<file path="config.mk">
export PLATFORM = sky130hd
export DESIGN_NAME = pad_scanner_flat
export DESIGN_NICKNAME = d
export VERILOG_FILES = /design/src/rtl/pad_pkg.sv /design/src/rtl/pad_scanner_if.sv /design/src/rtl/pad_sync.sv /design/src/rtl/pad_scanner.sv /design/src/flat_wrapper.sv
export SDC_FILE = /design/constraint.sdc
export NUM_CORES = 1
export LEC_CHECK = 0
export CORE_UTILIZATION = 38
export CTS_CLUSTER_SIZE = 40
export DETAILED_ROUTE_END_ITERATION = 6
export GPL_TIMING_DRIVEN = 0
export PLACE_DENSITY_LB_ADDON = 0.3
export SLEW_MARGIN = 25
export SYNTH_ARGS = -nofsm -noshare
export SYNTH_HDL_FRONTEND = slang
export SYNTH_SLANG_ARGS = --single-unit
</file>
<file path="constraint.sdc">
create_clock -name clock -period 12.6 [get_ports clock]
set_input_delay 3.78 -clock clock [delete_from_list [all_inputs] [get_ports clock]]
set_output_delay 3.78 -clock clock [all_outputs]
set_load 0.02 [all_outputs]
</file>
<file path="src/rtl/pad_pkg.sv">
// Shared constants and state type for the controller-pad scanner.
// Latency: n/a (declarations only).
// Backpressure: n/a.
package pad_pkg;

  // Bit positions inside one pad's 12-bit active-high button field.
  localparam int BTN_UP    = 0;
  localparam int BTN_DOWN  = 1;
  localparam int BTN_LEFT  = 2;
  localparam int BTN_RIGHT = 3;
  localparam int BTN_A     = 4;
  localparam int BTN_B     = 5;
  localparam int BTN_C     = 6;
  localparam int BTN_START = 7;
  localparam int BTN_X     = 8;
  localparam int BTN_Y     = 9;
  localparam int BTN_Z     = 10;
  localparam int BTN_MODE  = 11;
  localparam int NUM_BTNS  = 12;

  // Bit positions inside one pad's 6-bit raw pin group.
  localparam int PIN_UP    = 0;
  localparam int PIN_DOWN  = 1;
  localparam int PIN_LEFT  = 2;
  localparam int PIN_RIGHT = 3;
  localparam int PIN_AB    = 4;
  localparam int PIN_CS    = 5;
  localparam int NUM_PINS  = 6;

  typedef enum logic [1:0] {
    ST_IDLE,
    ST_PHASE,
    ST_COMMIT
  } scan_state_t;

endpackage

</file>
<file path="src/rtl/pad_scanner_if.sv">
// Pad scanner bus: pin inputs, select outputs and committed scan results.
// Latency: n/a (wiring only).
// Backpressure: none; results are a pulse-qualified hold register.
interface pad_scanner_if #(
  parameter int NUM_PADS = 2
);
  logic                     scan_enable;
  logic [6*NUM_PADS-1:0]    pad_pins;
  logic [NUM_PADS-1:0]      pad_sel;
  logic [12*NUM_PADS-1:0]   buttons;
  logic [NUM_PADS-1:0]      six_button;
  logic [NUM_PADS-1:0]      pad_present;
  logic                     frame_valid;

  // master: the environment (pads + consumer); slave: the scanner.
  modport master (
    output scan_enable, pad_pins,
    input  pad_sel, buttons, six_button, pad_present, frame_valid
  );

  modport slave (
    input  scan_enable, pad_pins,
    output pad_sel, buttons, six_button, pad_present, frame_valid
  );
endinterface

</file>
<file path="src/rtl/pad_sync.sv">
// Parametrised-width 2-flop synchronizer, both stages reset to 1 (idle pin level).
// Latency: 2 clocks from d to q.
// Backpressure: none.
// Ports: clock, reset (async active-high), d (async input), q (synchronized output).
module pad_sync #(
  parameter int WIDTH = 1
) (
  input  logic             clock,
  input  logic             reset,
  input  logic [WIDTH-1:0] d,
  output logic [WIDTH-1:0] q
);

  logic [WIDTH-1:0] meta;

  always_ff @(posedge clock or posedge reset) begin
    if (reset) begin
      meta <= '1;
      q    <= '1;
    end else begin
      meta <= d;
      q    <= meta;
    end
  end

endmodule

</file>
<file path="src/rtl/pad_scanner.sv">
// Periodic 8-phase scan of 3/6-button controller pads, committing decoded buttons.
// Latency: scan start (frame counter 0) to frame_valid is 8*SETTLE_CYCLES+1 clocks.
// Backpressure: none; results hold until the next commit, frame_valid pulses once.
// Ports: clock, reset (async active-high), bus (pad_scanner_if.slave):
//   scan_enable/pad_pins in; pad_sel, buttons, six_button, pad_present, frame_valid out.
module pad_scanner
  import pad_pkg::*;
#(
  parameter int NUM_PADS      = 2,
  parameter int SETTLE_CYCLES = 16,
  parameter int FRAME_CYCLES  = 262144
) (
  input logic          clock,
  input logic          reset,
  pad_scanner_if.slave bus
);

  localparam int FW = $clog2(FRAME_CYCLES);
  localparam int SW = $clog2(SETTLE_CYCLES);
  localparam logic [FW-1:0] FRAME_LAST  = FW'(FRAME_CYCLES - 1);
  localparam logic [SW-1:0] SETTLE_LAST = SW'(SETTLE_CYCLES - 1);

  logic [NUM_PADS-1:0][NUM_PINS-1:0] sync_pins;
  logic [NUM_PADS-1:0][NUM_PINS-1:0] pin_low;   // 1 = pin reads 0

  pad_sync #(.WIDTH(NUM_PINS*NUM_PADS)) u_sync (
    .clock (clock),
    .reset (reset),
    .d     (bus.pad_pins),
    .q     (sync_pins)
  );

  assign pin_low = ~sync_pins;

  scan_state_t                       state;
  logic [2:0]                        phase;
  logic [SW-1:0]                     settle;
  logic [FW-1:0]                     frame_cnt;
  logic                              armed;
  logic                              sel_q;
  logic [NUM_PADS-1:0][NUM_BTNS-1:0] cap_btn;
  logic [NUM_PADS-1:0]               cap_present;
  logic [NUM_PADS-1:0]               cap_six;
  logic [NUM_PADS-1:0][NUM_BTNS-1:0] btn_q;
  logic [NUM_PADS-1:0]               six_q;
  logic [NUM_PADS-1:0]               present_q;
  logic                              frame_valid_q;

  // armed is low only in the first clock after reset, so the counter-0 cycle
  // coinciding with reset release never starts a scan; the first scan waits a
  // full frame.
  always_ff @(posedge clock or posedge reset) begin
    if (reset) begin
      state         <= ST_IDLE;
      phase         <= 3'd0;
      settle        <= '0;
      frame_cnt     <= '0;
      armed         <= 1'b0;
      sel_q         <= 1'b1;
      cap_btn       <= '0;
      cap_present   <= '0;
      cap_six       <= '0;
      btn_q         <= '0;
      six_q         <= '0;
      present_q     <= '0;
      frame_valid_q <= 1'b0;
    end else begin
      frame_valid_q <= 1'b0;
      armed         <= 1'b1;
      frame_cnt     <= (frame_cnt == FRAME_LAST) ? '0 : frame_cnt + 1'b1;

      case (state)
        ST_IDLE: begin
          if (armed && bus.scan_enable && frame_cnt == '0) begin
            state  <= ST_PHASE;
            phase  <= 3'd0;
            settle <= '0;
            sel_q  <= 1'b1;
          end
        end

        ST_PHASE: begin
          if (settle == SETTLE_LAST) begin
            settle <= '0;
            for (int p = 0; p < NUM_PADS; p++) begin
              case (phase)
                3'd0: begin
                  cap_btn[p][BTN_UP]    <= pin_low[p][PIN_UP];
                  cap_btn[p][BTN_DOWN]  <= pin_low[p][PIN_DOWN];
                  cap_btn[p][BTN_LEFT]  <= pin_low[p][PIN_LEFT];
                  cap_btn[p][BTN_RIGHT] <= pin_low[p][PIN_RIGHT];
                  cap_btn[p][BTN_B]     <= pin_low[p][PIN_AB];
                  cap_btn[p][BTN_C]     <= pin_low[p][PIN_CS];
                end
                3'd1: begin
                  cap_btn[p][BTN_A]     <= pin_low[p][PIN_AB];
                  cap_btn[p][BTN_START] <= pin_low[p][PIN_CS];
                  // A connected pad grounds left/right while select is low.
                  cap_present[p]        <= pin_low[p][PIN_LEFT] & pin_low[p][PIN_RIGHT];
                end
                3'd5: begin
                  // 6-button pads drive all four directions low on the third low phase.
                  cap_six[p] <= pin_low[p][PIN_UP] & pin_low[p][PIN_DOWN] &
                                pin_low[p][PIN_LEFT] & pin_low[p][PIN_RIGHT];
                end
                3'd6: begin
                  cap_btn[p][BTN_Z]    <= cap_six[p] & pin_low[p][PIN_UP];
                  cap_btn[p][BTN_Y]    <= cap_six[p] & pin_low[p][PIN_DOWN];
                  cap_btn[p][BTN_X]    <= cap_six[p] & pin_low[p][PIN_LEFT];
                  cap_btn[p][BTN_MODE] <= cap_six[p] & pin_low[p][PIN_RIGHT];
                end
                default: ;
              endcase
            end

            if (phase == 3'd7) begin
              // Results become visible during the single COMMIT clock.
              state         <= ST_COMMIT;
              sel_q         <= 1'b1;
              frame_valid_q <= 1'b1;
              present_q     <= cap_present;
              for (int p = 0; p < NUM_PADS; p++) begin
                btn_q[p] <= cap_present[p] ? cap_btn[p] : '0;
                six_q[p] <= cap_present[p] & cap_six[p];
              end
            end else begin
              phase <= phase + 3'd1;
              // Next phase is odd (select low) when the current one is even.
              sel_q <= phase[0];
            end
          end else begin
            settle <= settle + 1'b1;
          end
        end

        ST_COMMIT: begin
          state <= ST_IDLE;
          phase <= 3'd0;
        end

        default: state <= ST_IDLE;
      endcase
    end
  end

  assign bus.pad_sel     = {NUM_PADS{sel_q}};
  assign bus.buttons     = btn_q;
  assign bus.six_button  = six_q;
  assign bus.pad_present = present_q;
  assign bus.frame_valid = frame_valid_q;

endmodule

</file>
<file path="src/flat_wrapper.sv">
// flat-port wrapper written by rule: the top's interface ports become plain ports
module pad_scanner_flat import pad_pkg::*;
#(
  parameter int NUM_PADS      = 2,
  parameter int SETTLE_CYCLES = 16,
  parameter int FRAME_CYCLES  = 262144
)
  (clock, reset, bus_scan_enable, bus_pad_pins, bus_pad_sel, bus_buttons, bus_six_button, bus_pad_present, bus_frame_valid);
  pad_scanner_if #(.NUM_PADS(NUM_PADS)) bus_i ();
  input logic clock;
  input logic reset;
  input wire logic [$bits(bus_i.scan_enable)-1:0] bus_scan_enable;
  input wire logic [$bits(bus_i.pad_pins)-1:0] bus_pad_pins;
  output wire logic [$bits(bus_i.pad_sel)-1:0] bus_pad_sel;
  output wire logic [$bits(bus_i.buttons)-1:0] bus_buttons;
  output wire logic [$bits(bus_i.six_button)-1:0] bus_six_button;
  output wire logic [$bits(bus_i.pad_present)-1:0] bus_pad_present;
  output wire logic [$bits(bus_i.frame_valid)-1:0] bus_frame_valid;
  assign bus_i.scan_enable = bus_scan_enable;
  assign bus_i.pad_pins = bus_pad_pins;
  assign bus_pad_sel = bus_i.pad_sel;
  assign bus_buttons = bus_i.buttons;
  assign bus_six_button = bus_i.six_button;
  assign bus_pad_present = bus_i.pad_present;
  assign bus_frame_valid = bus_i.frame_valid;
  pad_scanner #(.NUM_PADS(NUM_PADS), .SETTLE_CYCLES(SETTLE_CYCLES), .FRAME_CYCLES(FRAME_CYCLES)) u_core (.clock(clock), .reset(reset), .bus(bus_i));
endmodule
</file>
Word-level counts from Yosys, hierarchy flattened
Cells that the tools add are included.
{"block": "totals", "regBits": 110, "input_bits": 15, "output_inout_bits": 31}
{"block": "classes", "n_addsub": 3, "n_eq_ne": 12, "mux": 21, "bitwise_logic": 19, "n_reduce_logical": 16}
{"cell": "12-bit 2-to-1 mux", "n": 2}
{"cell": "3-bit AND reduction", "n": 7}
{"cell": "18-bit by 1-bit adder with 18-bit output, second input constant", "n": 1}
{"cell": "1-bit bitwise AND", "n": 18}
{"cell": "18-bit equality test, second input constant", "n": 1}
{"cell": "18-bit zero test", "n": 1}
{"cell": "18-bit 2-to-1 mux", "n": 1}
{"cell": "12-bit NOT", "n": 1}
{"cell": "3-bit equality test, second input constant", "n": 3}
{"cell": "3-bit 2-to-1 mux", "n": 3}
{"cell": "3-bit one-hot mux with 3 select lines", "n": 1}
{"cell": "4-bit 2-to-1 mux", "n": 2}
{"cell": "4-bit one-hot mux with 2 select lines", "n": 1}
{"cell": "1-bit 2-to-1 mux", "n": 6}
{"cell": "2-bit 2-to-1 mux", "n": 3}
{"cell": "2-bit by 1-bit != test with 1-bit output, second input constant", "n": 3}
{"cell": "4-bit by 1-bit adder with 4-bit output, second input constant", "n": 1}
{"cell": "4-bit equality test, second input constant", "n": 1}
{"cell": "2-bit one-hot mux with 2 select lines", "n": 1}
{"cell": "4-bit AND reduction", "n": 1}
{"cell": "3-bit by 1-bit adder with 3-bit output, second input constant", "n": 1}
{"cell": "3-bit by 1-bit equality test with 1-bit output, second input constant", "n": 1}
{"cell": "3-bit zero test", "n": 1}
{"cell": "3-bit nonzero test", "n": 1}
{"cell": "other kinds (8)", "n": 9}

Logic depth before layout (Yosys ltp)
Gate-level depths: netlist (run 1).
{"block": "depth", "word_depth": 4, "depth_mapped": 9, "ltp_nobuf": 6}

Hierarchy
From an unflattened synthesis (run 1), not the netlist that was laid out.
{"block": "unflattened", "cells_unflattened": 407, "hier_area_um2": 4459.3}
{"mod": "pad_scanner", "instances": 1, "cells_each": 382, "area_per_inst_um2": 3824.9, "seq_area_each_um2": 2153.3}
{"mod": "pad_sync", "instances": 1, "cells_each": 25, "area_per_inst_um2": 634.4, "seq_area_each_um2": 630.6}

Worst setup path before layout (run 1)
No wires, ideal clock.
{"block": "synth_path", "kind": "input to register", "start": "input port bus_scan_enable", "end": "register u_core.state[0]", "arrival_ns": 4.503, "t_required_ns": 12.534, "setup_slack_ns": 8.030, "cell_stages": 4, "path_cell_list": "nor3b_1 -> nand3_1 -> o21ai_1 -> o311a_1"}
{"block": "synth_between", "elab_chain_cells": 4}
{"item": "start, declared", "line": "flat_wrapper.sv:12", "rtl": "input wire logic [$bits(bus_i.scan_enable)-1:0] bus_scan_enable;"}
{"item": "1-bit logical AND (2 in series)", "line": "pad_scanner.sv:74", "rtl": "if (armed && bus.scan_enable && frame_cnt == '0) begin"}
{"item": "2-bit by 1-bit != test with 1-bit output (no source line)"}
{"item": "3-bit AND reduction (no source line)"}
{"item": "end signal, assigned", "line": "pad_scanner.sv:54", "rtl": "state <= ST_IDLE;"}
{"item": "end signal, assigned", "line": "pad_scanner.sv:75", "rtl": "state <= ST_PHASE;"}
{"item": "end signal, assigned", "line": "pad_scanner.sv:118", "rtl": "state <= ST_COMMIT;"}
{"item": "end, declared", "line": "pad_scanner.sv:35", "rtl": "scan_state_t state;"}
Every way passes these cells.
A chain may end at the register's enable or synchronous reset.

Worst setup path after layout (run 1)
{"block": "layout_path", "start": "register u_core.sel_q", "end": "output port bus_pad_sel[1]"}
{"item": "start, declared", "line": "pad_scanner.sv:40", "rtl": "logic sel_q;"}
{"item": "start signal, assigned", "line": "pad_scanner.sv:129", "rtl": "sel_q <= phase[0];"}
{"item": "end, declared", "line": "flat_wrapper.sv:14", "rtl": "output wire logic [$bits(bus_i.pad_sel)-1:0] bus_pad_sel;"}
No word-level cell between the ends.

==> impl_metrics.tcl, run 1 <==
set metrics [dict create \
    crit_chain "buf_4 -> clkdlybuf4s50_1" \
    hold_viol_final 0 \
    nNetsFinal 495 \
    fin_cells 620 \
    grt_pass1_vias 3031 \
    tns_ns 0 \
    async_flop_share 1.00 \
    grt-ovfl-total 0 \
    clk_latency_ns 0.34 \
    viasPerCell 4.89 \
    grt_first_pass_wirelength_um 15000 \
    r2r-start "u_core.settle[1]" \
    grt_use_total 0.151 \
    report.final.slew_viol_count 0 \
    setup_viol 0 \
    start_util 0.391 \
    reg2reg_depth 9 \
    hpwlAfterDp_um 6060 \
    endpoint_kind "output pin" \
    cts-resized-gates 0 \
    max_cap_viol_count 0 \
    ff2ff_setup_slack_ns 10.78 \
    pwr-share-seq 0.536 \
    portBuffers 45 \
    syn_avg_cell_area_um2 10.8 \
    core_region_area_um2 11500 \
    fmax_mhz 187 \
    critPathKind "reg -> out" \
    n_fill_cell 1057 \
    p_int_uw 560 \
    post-place-cells 604 \
    postCtsHoldBufs 0 \
    diodes 0 \
    ir_worst_vdd_v 0.0000702 \
    cts_setup_buffers 0 \
    power.density_nw_per_um2 138 \
    ys.warnings.count 0 \
    antenna_found_initial 0 \
    cts.path.max_buffers 2 \
    arrival_ns 1.57 \
    dr.pass1.iters 6 \
    ys_seq_area_frac 0.621 \
    p_leak_nw 2.50 \
    crit_slowest_cell "clkdlybuf4s50_1" \
    syn-num-nets 438 \
    switching_share 0.252 \
    row_count 39 \
    critPathLaunch "u_core.sel_q" \
    pwr-share-clk 0.363 \
    slowest_delay_ns 0.58 \
    syn_to_final_growth_pct 21.3 \
    whs_path_depth 0 \
    crit_required_ns 8.82 \
    cts_sinks 110 \
    drive_above_1_share 0.149 \
    first_iter_violations 195 \
    yosysUniqueCellTypes 48 \
    final_common_cell "nand2_1" \
    crit_path_end "bus_pad_sel[1]" \
    tritoncts "built" \
    die_y_um 111 \
    drc 0 \
    htree_levels 3 \
    multiInputGateArea_um2 1520 \
    worstReg2RegEnd "u_core.bus.buttons[0]" \
    critPathMaxFanout 4 \
    grt_max_degree 73 \
    gp_congestion 0.733 \
    finClkSkew_ns 0.00767 \
    p_switching_uw 189 \
    ys.flop_type "dfrtp_1" \
    rsz0062_at_grt "false" \
    status "finished, final reports clean" \
    io_pins 46 \
    root_buffer "clkbuf_16" \
    finalPower_uw 749 \
    cts.clk_slew.worst_paths_ns 0.07 \
    drtAntennaViolNets 0 \
    wl_um 8410 \
    vias 3031 \
    synth_seq_cells 110 \
    final.period_utilization 0.425 \
    syn_area_um2 4480 \
    final_cell_mix "98 x nand2_1, 85 x dfrtp_1, 45 x clkdlybuf4s50_1" \
    wl_per_cell_um 13.6 \
    power_frac_comb 0.101 \
    syn_inst 415 \
    die_area_um2 12200 \
    hp-class "reg -> reg" \
    area.sequential_um2 2780 \
    cts_buffers 9 \
    synth_edf_count 0 \
    period_minus_slack_ns 5.35 \
    startpoint_type "flop" \
    die_w_um 111 \
]
cell type report:
cell class | instances | share of cell area
buffer | 21 | 0.0232
clock buffer | 10 | 0.0439
clock inverter | 6 | 0.00966
inverter | 14 | 0.0106
multi-input combinational | 270 | 0.280
sequential | 110 | 0.512
tap | 143 | 0.0329
timing repair buffer | 46 | 0.0879
worst max-delay path: cells and delay by family, from the launching register on:
| family | cells | cell delay (ns) |
|---|---|---|
| buffers and inverters | 2 | 0.68 |
| DFF | 1 | 0.55 |
state kept, by name (all words and copies together) (netlist names), 2 cells and up:
name,flops
u_core.bus.buttons,24
u_core.bus.pad_present,2
u_core.bus.six_button,2
u_core.cap_btn,24
u_core.cap_present,2
u_core.cap_six,2
u_core.frame_cnt,18
u_core.phase,3
u_core.settle,4
u_core.state,2
u_core.u_sync.meta,12
u_core.u_sync.q,12
metal layers:
| layer | routed length (um) | GRT usage | vias to the layer above | part of all wire |
|---|---|---|---|---|
| met5 | 0 | 0 | - | 0 |
| met4 | 87 | 0.0596 | 0 | 0.010 |
| met3 | 308 | 0.0269 | 6 | 0.037 |
| met2 | 4000 | 0.240 | 65 | 0.48 |
| met1 | 4010 | 0.205 | 1455 | 0.48 |
| li1 | - | - | 1505 | - |
worst min path at each step:
| stage | from | end | slack (ns) |
|---|---|---|---|
| 6_report | u_core.u_sync.meta[0] | u_core.u_sync.q[0] | 0.36 |
| 5_1_grt | u_core.u_sync.meta[0] | u_core.u_sync.q[0] | 0.36 |
| 4_1_cts | u_core.u_sync.meta[8] | u_core.u_sync.q[8] | 0.36 |
| 3_5_place_dp | u_core.u_sync.meta[8] | u_core.u_sync.q[8] | 0.35 |
| 3_3_place_gp | u_core.u_sync.meta[0] | u_core.u_sync.q[0] | 0.35 |
| 2_1_floorplan | u_core.u_sync.meta[0] | u_core.u_sync.q[0] | 0.35 |
power groups by stage:
stage	logic [mW]	clock network (mW)	registers [mW]
floorplan	0.0549	0	0.402
CTS	0.0762	0.279	0.402
global route	0.0863	0.294	0.406
global placement	0.0718	0	0.407
detailed placement	0.0759	0	0.409
finish	0.0753	0.272	0.402
synthesized netlist by cell type, drive strengths merged, types with 2 or more instances:
library cell	n	area share
nand2	98	0.082
dfrtp	85	0.47
nand3	39	0.050
o21ai	34	0.038
dfstp	25	0.15
buf	16	0.024
nor2	15	0.013
inv	14	0.012
xnor2	11	0.021
nand2b	9	0.013
ha	8	0.022
nand4	8	0.016
nor4	8	0.018
clkbuf	5	0.0045
xor2	4	0.0078
a21oi	3	0.0033
a31oi	3	0.0042
nor4b	3	0.0059
or4	3	0.0050
a22oi	2	0.0033
and3	2	0.0028
nand4b	2	0.0053
nor2b	2	0.0028
nor3	2	0.0022
o31ai	2	0.0033
metrics by stage:
step	util	hold slack, ns	instance area [um^2]	worst slack [ns]
4_1_cts	0.474	0.357	5440	7.23
5_1_grt	0.474	0.361	5440	7.20
2_1_floorplan	-	0.345	4480	5.96
3_5_place_dp	0.449	0.347	5150	7.22
6_report	0.474	0.355	5440	7.25
3_3_place_gp	0.446	0.346	5110	4.39
cells by family (layout without fill, tap and decap cells):
kind of cell / Yosys count / count (layout) / share of synthesized area
other cells: 1 / 1 / 0.000836
compound gates: 50 / 50 / 0.0636
simple gates: 195 / 195 / 0.221
flops: 110 / 110 / 0.621
mux: 1 / 1 / 0.00223
xor+xnor: 15 / 15 / 0.0293
buf+inv: 35 / 97 / 0.0399
fa+ha+maj: 8 / 8 / 0.0223
No activity file was read; power rests on OpenSTA's default activity.
==> run 2, diff against run 1 <==
- clock period: 12.6 -> 5.3 ns (I/O delays scaled with it)
==> results of run 2 <==
The final DEF is identical to that of run 1. Status: finished, final reports clean.
Main changes from that run: setup slack after placement 7.22 ns -> 2.11 ns; setup slack after layout 7.25 ns -> 2.14 ns; register-to-register setup slack 10.78 ns -> 3.48 ns; total power 0.749 mW -> 1.78 mW; worst IR drop on VDD 0.0000702 V -> 0.000167 V
